`src/rtl/axi4_lite_slave_regs.sv`:
```
// AXI4-Lite responder exposing NUM_REGS 32-bit read/write registers.
// AW and W may arrive in either order; each is buffered until its partner
// shows up, and the write commits on the edge where both are available.
// One write and one read may be outstanding at a time. All register
// contents and a per-register write pulse are presented to local logic.
module axi4_lite_slave_regs #(
  parameter int ADDR_WIDTH = 32,
  parameter int DATA_WIDTH = 32,
  parameter int NUM_REGS   = 16
) (
  input  logic                           clk,
  input  logic                           rst_n,
  // Write address channel
  input  logic [ADDR_WIDTH-1:0]          S_AXI_AWADDR,
  input  logic                           S_AXI_AWVALID,
  output logic                           S_AXI_AWREADY,
  // Write data channel
  input  logic [DATA_WIDTH-1:0]          S_AXI_WDATA,
  input  logic [3:0]                     S_AXI_WSTRB,
  input  logic                           S_AXI_WVALID,
  output logic                           S_AXI_WREADY,
  // Write response channel
  output logic [1:0]                     S_AXI_BRESP,
  output logic                           S_AXI_BVALID,
  input  logic                           S_AXI_BREADY,
  // Read address channel
  input  logic [ADDR_WIDTH-1:0]          S_AXI_ARADDR,
  input  logic                           S_AXI_ARVALID,
  output logic                           S_AXI_ARREADY,
  // Read data channel
  output logic [DATA_WIDTH-1:0]          S_AXI_RDATA,
  output logic [1:0]                     S_AXI_RRESP,
  output logic                           S_AXI_RVALID,
  input  logic                           S_AXI_RREADY,
  // Local side
  output logic [NUM_REGS*DATA_WIDTH-1:0] reg_out,
  output logic [NUM_REGS-1:0]            reg_wr_pulse
);

  localparam int IDX_W = ADDR_WIDTH - 2;

  localparam logic [1:0] RESP_OKAY   = 2'b00;
  localparam logic [1:0] RESP_SLVERR = 2'b10;

  // Register bank
  logic [DATA_WIDTH-1:0] regs_q [NUM_REGS];

  // Write-side state
  logic                  aw_full_q;
  logic [IDX_W-1:0]      awidx_q;
  logic                  w_full_q;
  logic [DATA_WIDTH-1:0] wdata_q;
  logic [3:0]            wstrb_q;
  logic                  bvalid_q;
  logic [1:0]            bresp_q;
  logic [NUM_REGS-1:0]   wr_pulse_q;

  // Read-side state
  logic                  rvalid_q;
  logic [DATA_WIDTH-1:0] rdata_q;
  logic [1:0]            rresp_q;

  // Combinational helpers
  logic                  aw_hs;
  logic                  w_hs;
  logic                  ar_hs;
  logic                  commit;
  logic [IDX_W-1:0]      widx;
  logic [DATA_WIDTH-1:0] wdata_c;
  logic [3:0]            wstrb_c;
  logic                  w_in_range;
  logic [IDX_W-1:0]      ridx;
  logic                  r_in_range;
  logic [DATA_WIDTH-1:0] rd_word;

  // Byte-offset address bits carry no meaning for word registers.
  logic unused_addr_lsbs;
  assign unused_addr_lsbs = ^{S_AXI_AWADDR[1:0], S_AXI_ARADDR[1:0]};

  // Readies come straight from state so they read 1 while in reset.
  assign S_AXI_AWREADY = !aw_full_q && !bvalid_q;
  assign S_AXI_WREADY  = !w_full_q  && !bvalid_q;
  assign S_AXI_ARREADY = !rvalid_q;

  assign aw_hs = S_AXI_AWVALID && S_AXI_AWREADY;
  assign w_hs  = S_AXI_WVALID  && S_AXI_WREADY;
  assign ar_hs = S_AXI_ARVALID && S_AXI_ARREADY;

  // Commit once address and data are each either buffered or handshaking now.
  always_comb begin
    commit     = (aw_full_q || aw_hs) && (w_full_q || w_hs);
    widx       = aw_full_q ? awidx_q : S_AXI_AWADDR[ADDR_WIDTH-1:2];
    wdata_c    = w_full_q  ? wdata_q : S_AXI_WDATA;
    wstrb_c    = w_full_q  ? wstrb_q : S_AXI_WSTRB;
    w_in_range = (64'(widx) < 64'(NUM_REGS));
  end

  // Read decode and word select from the current register contents.
  always_comb begin
    ridx       = S_AXI_ARADDR[ADDR_WIDTH-1:2];
    r_in_range = (64'(ridx) < 64'(NUM_REGS));
    rd_word    = '0;
    for (int unsigned k = 0; k < NUM_REGS; k++) begin
      if (ridx == IDX_W'(k)) begin
        rd_word = regs_q[k];
      end
    end
  end

  // Buffer an AW or W that arrives ahead of its partner; commit empties both.
  always_ff @(posedge clk or negedge rst_n) begin
    if (!rst_n) begin
      aw_full_q <= 1'b0;
      awidx_q   <= '0;
      w_full_q  <= 1'b0;
      wdata_q   <= '0;
      wstrb_q   <= '0;
    end else if (commit) begin
      aw_full_q <= 1'b0;
      w_full_q  <= 1'b0;
    end else begin
      if (aw_hs) begin
        aw_full_q <= 1'b1;
        awidx_q   <= S_AXI_AWADDR[ADDR_WIDTH-1:2];
      end
      if (w_hs) begin
        w_full_q <= 1'b1;
        wdata_q  <= S_AXI_WDATA;
        wstrb_q  <= S_AXI_WSTRB;
      end
    end
  end

  // Byte-masked register update on an in-range commit.
  always_ff @(posedge clk or negedge rst_n) begin
    if (!rst_n) begin
      for (int unsigned k = 0; k < NUM_REGS; k++) begin
        regs_q[k] <= '0;
      end
    end else if (commit && w_in_range) begin
      for (int unsigned k = 0; k < NUM_REGS; k++) begin
        if (widx == IDX_W'(k)) begin
          for (int unsigned b = 0; b < 4; b++) begin
            if (wstrb_c[b]) begin
              regs_q[k][8*b +: 8] <= wdata_c[8*b +: 8];
            end
          end
        end
      end
    end
  end

  // One-cycle write pulse for the committed register, even with WSTRB=0.
  always_ff @(posedge clk or negedge rst_n) begin
    if (!rst_n) begin
      wr_pulse_q <= '0;
    end else begin
      wr_pulse_q <= '0;
      if (commit && w_in_range) begin
        for (int unsigned k = 0; k < NUM_REGS; k++) begin
          if (widx == IDX_W'(k)) begin
            wr_pulse_q[k] <= 1'b1;
          end
        end
      end
    end
  end

  // Write response: raised on commit, held until BREADY is seen.
  always_ff @(posedge clk or negedge rst_n) begin
    if (!rst_n) begin
      bvalid_q <= 1'b0;
      bresp_q  <= RESP_OKAY;
    end else if (commit) begin
      bvalid_q <= 1'b1;
      bresp_q  <= w_in_range ? RESP_OKAY : RESP_SLVERR;
    end else if (bvalid_q && S_AXI_BREADY) begin
      bvalid_q <= 1'b0;
    end
  end

  // Read response: captures the pre-edge register value, held until RREADY.
  always_ff @(posedge clk or negedge rst_n) begin
    if (!rst_n) begin
      rvalid_q <= 1'b0;
      rdata_q  <= '0;
      rresp_q  <= RESP_OKAY;
    end else if (ar_hs) begin
      rvalid_q <= 1'b1;
      rdata_q  <= r_in_range ? rd_word : '0;
      rresp_q  <= r_in_range ? RESP_OKAY : RESP_SLVERR;
    end else if (rvalid_q && S_AXI_RREADY) begin
      rvalid_q <= 1'b0;
    end
  end

  // Flatten the register bank for local logic.
  always_comb begin
    reg_out = '0;
    for (int unsigned k = 0; k < NUM_REGS; k++) begin
      reg_out[DATA_WIDTH*k +: DATA_WIDTH] = regs_q[k];
    end
  end

  assign reg_wr_pulse = wr_pulse_q;
  assign S_AXI_BVALID = bvalid_q;
  assign S_AXI_BRESP  = bresp_q;
  assign S_AXI_RVALID = rvalid_q;
  assign S_AXI_RDATA  = rdata_q;
  assign S_AXI_RRESP  = rresp_q;

endmodule

```
`config.mk`:
```
export PLATFORM = sky130hd
export DESIGN_NAME = axi4_lite_slave_regs
export DESIGN_NICKNAME = d
export VERILOG_FILES = /design/src/rtl/axi4_lite_slave_regs.sv
export SDC_FILE = /design/constraint.sdc
export NUM_CORES = 1
export LEC_CHECK = 0
export ABC_AREA = 1
export CORE_ASPECT_RATIO = 0.8
export CORE_MARGIN = 2
export CORE_UTILIZATION = 40
export CTS_CLUSTER_DIAMETER = 120
export CTS_CLUSTER_SIZE = 8
export DETAILED_ROUTE_END_ITERATION = 7
export PLACE_DENSITY_LB_ADDON = 0.3
export SLEW_MARGIN = 10
export SYNTH_ARGS = -nofsm -noshare
export SYNTH_HDL_FRONTEND = slang
export SYNTH_SLANG_ARGS = --single-unit
```
`constraint.sdc`:
```
create_clock -name clk -period 2.8 [get_ports clk]
set_clock_uncertainty 0.1 [all_clocks]
set_input_delay 0.56 -clock clk [delete_from_list [all_inputs] [get_ports clk]]
set_output_delay 0.56 -clock clk [all_outputs]
set_load 0.05 [all_outputs]
```
==> results.sh, run 1 <==
export IMPL_yosysMostFrequentCell="nand2_1"
export IMPL_setup_slack_ns=-0.100
export IMPL_grt_pass1_vias=27300
export IMPL_whs_ns=0.348
export IMPL_slowest_stage="o31ai_1"
export IMPL_cp_common_cell="buf_6"
export IMPL_ir_drop_uv=398
export IMPL_hold_class="in2async"
export IMPL_htree_levels=3
export IMPL_dr_pass1_iters=6
export IMPL_drive_gt1_frac=0.172
export IMPL_synth_seq_cells=632
export IMPL_synth_edff_count=0
export IMPL_ff2ff_path_depth=14
export IMPL_setup_viol=141
export IMPL_async_reset_ff_frac=1.00
export IMPL_crit_path_cell_trace="inv_2, buf_6, o31ai_1, nand3_1, nor3_2, nand2_2, clkinv_4, nand3_4, nor2_4, buf_6, nand2_8, buf_12, nand2_4, o21ai_2"
export IMPL_die_w_um=301
export IMPL_critPathLaunchType="flip-flop"
export IMPL_syn_inst=3488
export IMPL_netlist_area_um2=28200
export IMPL_synth_largest_area_cell="dfrtp_1"
export IMPL_yosys_top_cells_count="nand2_1 (1123), dfrtp_1 (632), o21ai_1 (484)"
export IMPL_fp_row_count=87
export IMPL_relSlewSlack=0.483
export IMPL_fin_crit_ns=2.90
export IMPL_layout_nets=4591
export IMPL_crit_required_ns=3.20
export IMPL_finalHoldViolations=0
export IMPL_drt_total_wl_mm=126
export IMPL_max_slew_worst_pin_slew_ns=0.774
export IMPL_cts_root_buffer="clkbuf_16"
export IMPL_leakage_uw=0.0199
export IMPL_drt_wirelength_per_cell_um=23.2
export IMPL_violations="negative setup slack"
export IMPL_cp_end_kind="flip-flop"
export IMPL_slew_violations=0
export IMPL_path_max_fanout=21
export IMPL_drcViolationCount=0
export IMPL_cts_inserted_buffers=88
export IMPL_tritoncts="yes"
export IMPL_initial_core_util=0.402
export IMPL_grt_max_degree=80
export IMPL_crit_path_start="aw_full_q$_DFFE_PN0P_"
export IMPL_cp_arrival_ns=3.31
export IMPL_slowest_delay_ns=0.44
export IMPL_antenna_found_initial=2
export IMPL_max_cap_viol_count=0
export IMPL_synthTopCellsByArea="dfrtp_1 (56%), nand2_1 (15%), o21ai_1 (8.6%)"
export IMPL_synth_cell_types=44
export IMPL_first_iter_violations=2640
export IMPL_clock_latency_ns=0.63
export IMPL_synth_top_flop_cell="dfrtp_1"
export IMPL_clk_pin_slew_worst_paths_ns=0.05
export IMPL_critPathCapture="reg_out[140]$_DFFE_PN0P_"
export IMPL_io_buffer_count=669
export IMPL_rsz0062_at_grt="yes"
export IMPL_avgSynthCellArea_um2=8.10
export IMPL_ys_seq_area_frac=0.560
export IMPL_grt_first_pass_wirelength_mm=179
export IMPL_ys_warn_count=0
export IMPL_r2r_setup_slack_ns=-0.10
export IMPL_cts_sinks=632
export IMPL_coreArea_um2=70200
export IMPL_viasPerCell=5.36
export IMPL_timing_rr_start="aw_full_q$_DFFE_PN0P_"
export IMPL_place_congestion=0.948
export IMPL_num_vias=29100
export IMPL_ant_nets=0
export IMPL_io_pin_count=676
export IMPL_dieArea_um2=72800
export IMPL_fmax_ghz=0.345
export IMPL_clockBufferDepth=3
export IMPL_grt_remaining_overflow=0
export IMPL_r2r_end="reg_out[140]$_DFFE_PN0P_"
export IMPL_path_class="reg2reg"
export IMPL_grt_use_total=0.328
export IMPL_powerDensity_nw_per_um2=543
export IMPL_synth_top_area_share=0.560
export IMPL_timing_final_crit_share=1.04
export IMPL_final_util=0.617
export IMPL_area_growth_syn_to_layout_pct=53.4
export IMPL_outcome="complete, but fails checks"
export IMPL_post_dp_hpwl_mm=92.7
export IMPL_fill_cells=5950
export IMPL_tns_ns=-4.63
export IMPL_die_h_um=242
## critical path: cells and delay by family (launching register included)
kind,cells,cell delay (ns)
AND/OR/NAND/NOR,7,1.13
buffers and inverters,5,0.69
AO/OA/AOI/OAI,2,0.49
flip-flops,1,0.36
## report_power, final
part / leakage [uW] / internal (uW) / switching (uW)
clock: 0.00115 / 5640 / 3900
sequential: 0.00849 / 9630 / 209
combinational: 0.0103 / 1230 / 2940
## cell usage in the layout (no fill, tap or decap), types with 7 or more instances in the layout
cell type | Yosys | final
a21oi_1 | 54 | 48
buf_12 | 0 | 71
buf_4 | 2 | 275
buf_6 | 0 | 55
buf_8 | 0 | 9
clkbuf_16 | 0 | 101
clkdlybuf4s50_1 | 0 | 643
dfrtp_1 | 632 | 631
dlymetal6s2s_1 | 0 | 19
inv_1 | 266 | 262
inv_2 | 8 | 8
mux2_2 | 16 | 16
nand2_1 | 1123 | 1022
nand2_2 | 3 | 59
nand2_4 | 0 | 38
nand2_8 | 0 | 7
nand3_1 | 71 | 62
nand3b_1 | 8 | 8
nand4_1 | 87 | 87
nor2_1 | 312 | 284
nor2_2 | 3 | 22
nor2_4 | 9 | 18
nor3_1 | 30 | 22
nor3_2 | 4 | 8
o21ai_0 | 127 | 83
o21ai_1 | 484 | 495
o21ai_2 | 0 | 33
o21bai_1 | 13 | 10
or2_2 | 9 | 9
## per-layer routing
layer / wire length [um] / part of all wire / track usage / up-vias
met3: 12800 / 0.10 / 0.0862 / 274
li1: - / - / - / 13300
met4: 5030 / 0.040 / 0.121 / 2
met2: 58900 / 0.47 / 0.534 / 1479
met5: 13 / 0.00010 / 0 / -
met1: 49400 / 0.39 / 0.419 / 14100
## worst min path at each step
stage / slack (ns) / end / from / cells past startpoint
after global routing: 0.37 / wdata_q[29]$_DFFE_PN0P_ / rst_n / 2
after global placement: 0.37 / S_AXI_RDATA[1]$_DFFE_PN0P_ / S_AXI_RDATA[1]$_DFFE_PN0P_ / 2
after floorplan: 0.16 / S_AXI_BRESP[1]$_DFFE_PN0P_ / rst_n / 0
after detailed placement: 0.37 / S_AXI_RDATA[25]$_DFFE_PN0P_ / S_AXI_RDATA[25]$_DFFE_PN0P_ / 2
final: 0.35 / wdata_q[29]$_DFFE_PN0P_ / rst_n / 2
after CTS: 0.34 / wdata_q[29]$_DFFE_PN0P_ / rst_n / 2
## stage by stage
stage | area, um^2 | std cells | power, uW | worst slack [ns]
final | 43300 | 5428 | 23500 | -0.100
after global routing | 43300 | 5425 | 24300 | -0.121
after CTS | 41500 | 5380 | 23400 | -0.0197
after detailed placement | 38800 | 5264 | 13900 | -0.923
after global placement | 38800 | 5264 | 13800 | -0.933
after floorplan | 28300 | 3489 | 11900 | 0.100
## registers in the layout (all words and copies together) (netlist names)
name	flops
awidx_q	30
w_full_q	1
aw_full_q	1
reg_wr_pulse	16
S_AXI_RVALID	1
S_AXI_BVALID	1
wstrb_q	4
reg_out	512
S_AXI_RDATA	32
S_AXI_RRESP	1
wdata_q	32
S_AXI_BRESP	1
## area by class of cell
cell class,instances,area [um^2],share of cell area
antenna,4,10.0,0.000231
clock buffer,91,2260,0.0521
clock inverter,5,77.6,0.00179
inverter,278,1070,0.0247
multi-input combinational,2394,11700,0.269
sequential,632,15800,0.365
tap,934,1170,0.0270
timing repair buffer,1090,11300,0.260
## logic make-up after synthesis
kind of cell    share of synthesized area
buf+inv                            0.0629
flops                               0.560
simple gates                        0.242
other cells                      0.000133
mux                               0.00638
compound gates                      0.129
## repair_timing
| item | in CTS | in global routing |
|---|---|---|
| buffers inserted | 16 | 28 |
| resized for setup | 52 | 365 |
| pin swaps | 13 | 82 |
| cloned | 3 | 19 |
| setup endpoints to repair | 441 | 544 |
| hold buffers | 1 | 0 |
| hold endpoints to repair | 31 | 0 |
Power figures use the tool's default switching activity.
==> run 2, diff against run 1 <==
- ABC_CLOCK_PERIOD_IN_PS: default -> 2500
- PLACE_DENSITY: default -> 0.75
- PLACE_DENSITY_LB_ADDON: 0.3 -> default
- clock period: 2.8 -> 2.5 ns (I/O delays scaled with it)
==> run 2 against run 1 <==
Critical path type unchanged. Fmax grew 0.42%. Flip-flop and latch count is the same. Clock power rose by 13%. Sequential share of layout area is 0.70 points higher. Die area unchanged. Critical endpoint is now reg_wr_pulse[12]$_DFF_PN0_. Core utilization down 1.1 points. Routed wire length grew 0.56%. First-iteration DRC count is 17% higher. The flow still finishes with violations (negative setup slack). Count of clock-buffer cells in the layout is 2 higher. Highest routed layer is now met4. Worst hold slack got worse by 0.068 ns.
==> results.sh, run 2 (synthesized netlist as in run 1, its figures left out) <==
export IMPL_outcome="complete, but fails checks"
export IMPL_violations="negative setup slack"
export IMPL_drt_wirelength_per_cell_um=23.4
export IMPL_tritoncts="yes"
export IMPL_place_ws_ns=-1.16
export IMPL_path_class="reg2reg"
export IMPL_post_dp_hpwl_mm=93.8
export IMPL_timing_final_crit_share=1.16
export IMPL_place_congestion=0.999
export IMPL_leakage_uw=0.0196
export IMPL_hold_class="in2async"
export IMPL_clockBufferDepth=3
export IMPL_relSlewSlack=0.536
export IMPL_io_buffer_count=669
export IMPL_ff2ff_path_depth=17
export IMPL_antenna_found_initial=4
export IMPL_dieArea_um2=72800
export IMPL_setup_slack_ns=-0.388
export IMPL_coreArea_um2=70200
export IMPL_num_vias=29500
export IMPL_drcViolationCount=0
export IMPL_powerDensity_nw_per_um2=629
export IMPL_fmax_ghz=0.346
export IMPL_fp_row_count=87
export IMPL_cts_root_buffer="clkbuf_16"
export IMPL_max_cap_viol_count=0
export IMPL_r2r_setup_slack_ns=-0.39
export IMPL_clock_latency_ns=0.63
export IMPL_crit_required_ns=2.96
export IMPL_finalHoldViolations=0
export IMPL_htree_levels=3
export IMPL_viasPerCell=5.45
export IMPL_initial_core_util=0.402
export IMPL_ir_drop_uv=550
export IMPL_die_h_um=242
export IMPL_dr_pass1_iters=6
export IMPL_grt_use_total=0.342
export IMPL_critPathLaunchType="flip-flop"
export IMPL_ant_nets=0
export IMPL_grt_pass1_vias=28400
export IMPL_timing_rr_start="awidx_q[21]$_DFFE_PN0P_"
export IMPL_first_iter_violations=3100
export IMPL_cts_sinks=632
export IMPL_cp_arrival_ns=3.35
export IMPL_cp_end_kind="flip-flop"
export IMPL_layout_nets=4581
export IMPL_path_max_fanout=2
export IMPL_largest_reg_flops=512
export IMPL_drt_total_wl_mm=127
export IMPL_grt_first_pass_wirelength_mm=186
export IMPL_area_growth_syn_to_layout_pct=50.5
export IMPL_cts_inserted_buffers=88
export IMPL_setup_viol=645
export IMPL_slew_violations=0
export IMPL_rsz0062_at_grt="yes"
export IMPL_io_pin_count=676
export IMPL_die_w_um=301
export IMPL_tns_ns=-103.35
export IMPL_drive_gt1_frac=0.156
export IMPL_mostFrequentLayoutCell="nand2_1"
export IMPL_max_slew_worst_pin_slew_ns=0.694
export IMPL_grt_remaining_overflow=0
export IMPL_grt_max_degree=93
export IMPL_r2r_end="reg_wr_pulse[12]$_DFF_PN0_"
export IMPL_fin_crit_ns=2.89
export IMPL_clk_pin_slew_worst_paths_ns=0.05
export IMPL_final_cell_mix="nand2_1 (1083), dfrtp_1 (629), clkdlybuf4s50_1 (608)"
-- run 2: changes by cell type in the layout (fill, tap and decap cells not counted), moves of 19 or more --
| cell | before | now |
|---|---|---|
| dlymetal6s2s_1 | 19 | 0 |
| nand2_1 | 1022 | 1083 |
| clkdlybuf4s50_1 | 643 | 608 |
| nand2_4 | 38 | 11 |
| o21ai_2 | 33 | 2 |
| buf_4 | 275 | 306 |
| o21ai_1 | 495 | 528 |
| dlygate4sd2_1 | 4 | 29 |
| nand2_2 | 59 | 31 |
-- run 2: worst max-delay path by stage --
stage	cells past startpoint	to	slack [ns]	start
2_1_floorplan	13	reg_out[86]$_DFFE_PN0P_	0.002	aw_full_q$_DFFE_PN0P_
3_3_place_gp	19	S_AXI_RDATA[21]$_DFFE_PN0P_	-1.15	S_AXI_ARADDR[19]
3_5_place_dp	18	S_AXI_RDATA[21]$_DFFE_PN0P_	-1.16	S_AXI_ARADDR[19]
4_1_cts	12	reg_out[150]$_DFFE_PN0P_	-0.22	awidx_q[21]$_DFFE_PN0P_
5_1_grt	19	reg_wr_pulse[12]$_DFF_PN0_	-0.51	aw_full_q$_DFFE_PN0P_
6_report	17	reg_wr_pulse[12]$_DFF_PN0_	-0.39	awidx_q[21]$_DFFE_PN0P_
-- run 2: where the power goes --
| part | internal [uW] | switching [uW] |
|---|---|---|
| Combinational | 1580 | 3360 |
| Sequential | 10800 | 249 |
| Clock | 6380 | 4400 |
| Total | 18700 | 8010 |
-- run 2: worst max-delay path: stages (launching register included) --
cell and delay [ns]:
dfrtp_1 0.38, or4_4 0.55, o32ai_4 0.17, nand3_2 0.16
a21oi_4 0.19, buf_4 0.13, buf_4 0.10, buf_4 0.11
buf_4 0.09, buf_4 0.09, buf_4 0.10, buf_4 0.10
buf_4 0.10, buf_4 0.09, buf_4 0.09, buf_4 0.10
nand2_1 0.05, nor2_1 0.10
-- run 2: cell type report --
type	instances	area [um^2]
tap	934	1170
timing repair buffer	1080	10900
clock inverter	4	72.6
inverter	278	1070
fill	5885	27700
sequential	632	15800
clock buffer	93	2280
multi-input combinational	2394	11200
antenna	1	2.50
-- run 2: layer usage --
layer / wire [um] / part of all wire / GRT usage / up-vias
met1: 48200 / 0.38 / 0.440 / 14100
met5: 0 / 0 / 0 / -
met2: 58000 / 0.46 / 0.543 / 1855
li1: - / - / - / 13200
met4: 6120 / 0.048 / 0.133 / 0
met3: 14500 / 0.11 / 0.100 / 355
-- run 2: per-stage QoR --
step	instance area [um^2]	instances	utilization	hold WS (ns)	total power (uW)
final	42500	5416	0.606	0.280	26800
after global routing	42500	5416	0.606	0.290	27700
after CTS	42100	5403	0.600	0.286	26600
after detailed placement	38700	5262	0.551	0.350	15700
after global placement	38700	5262	0.551	0.345	15600
after floorplan	28300	3489	-	0.104	13300
-- run 2: what timing repair did --
action                                 CTS  global route
cloned                                   8             5
endpoints found under the hold margin   28             0
hold buffers                             1             0
pin swaps                               83            19
buffers inserted                        36             8
setup endpoints to repair              705           852
resized for setup                      218            53
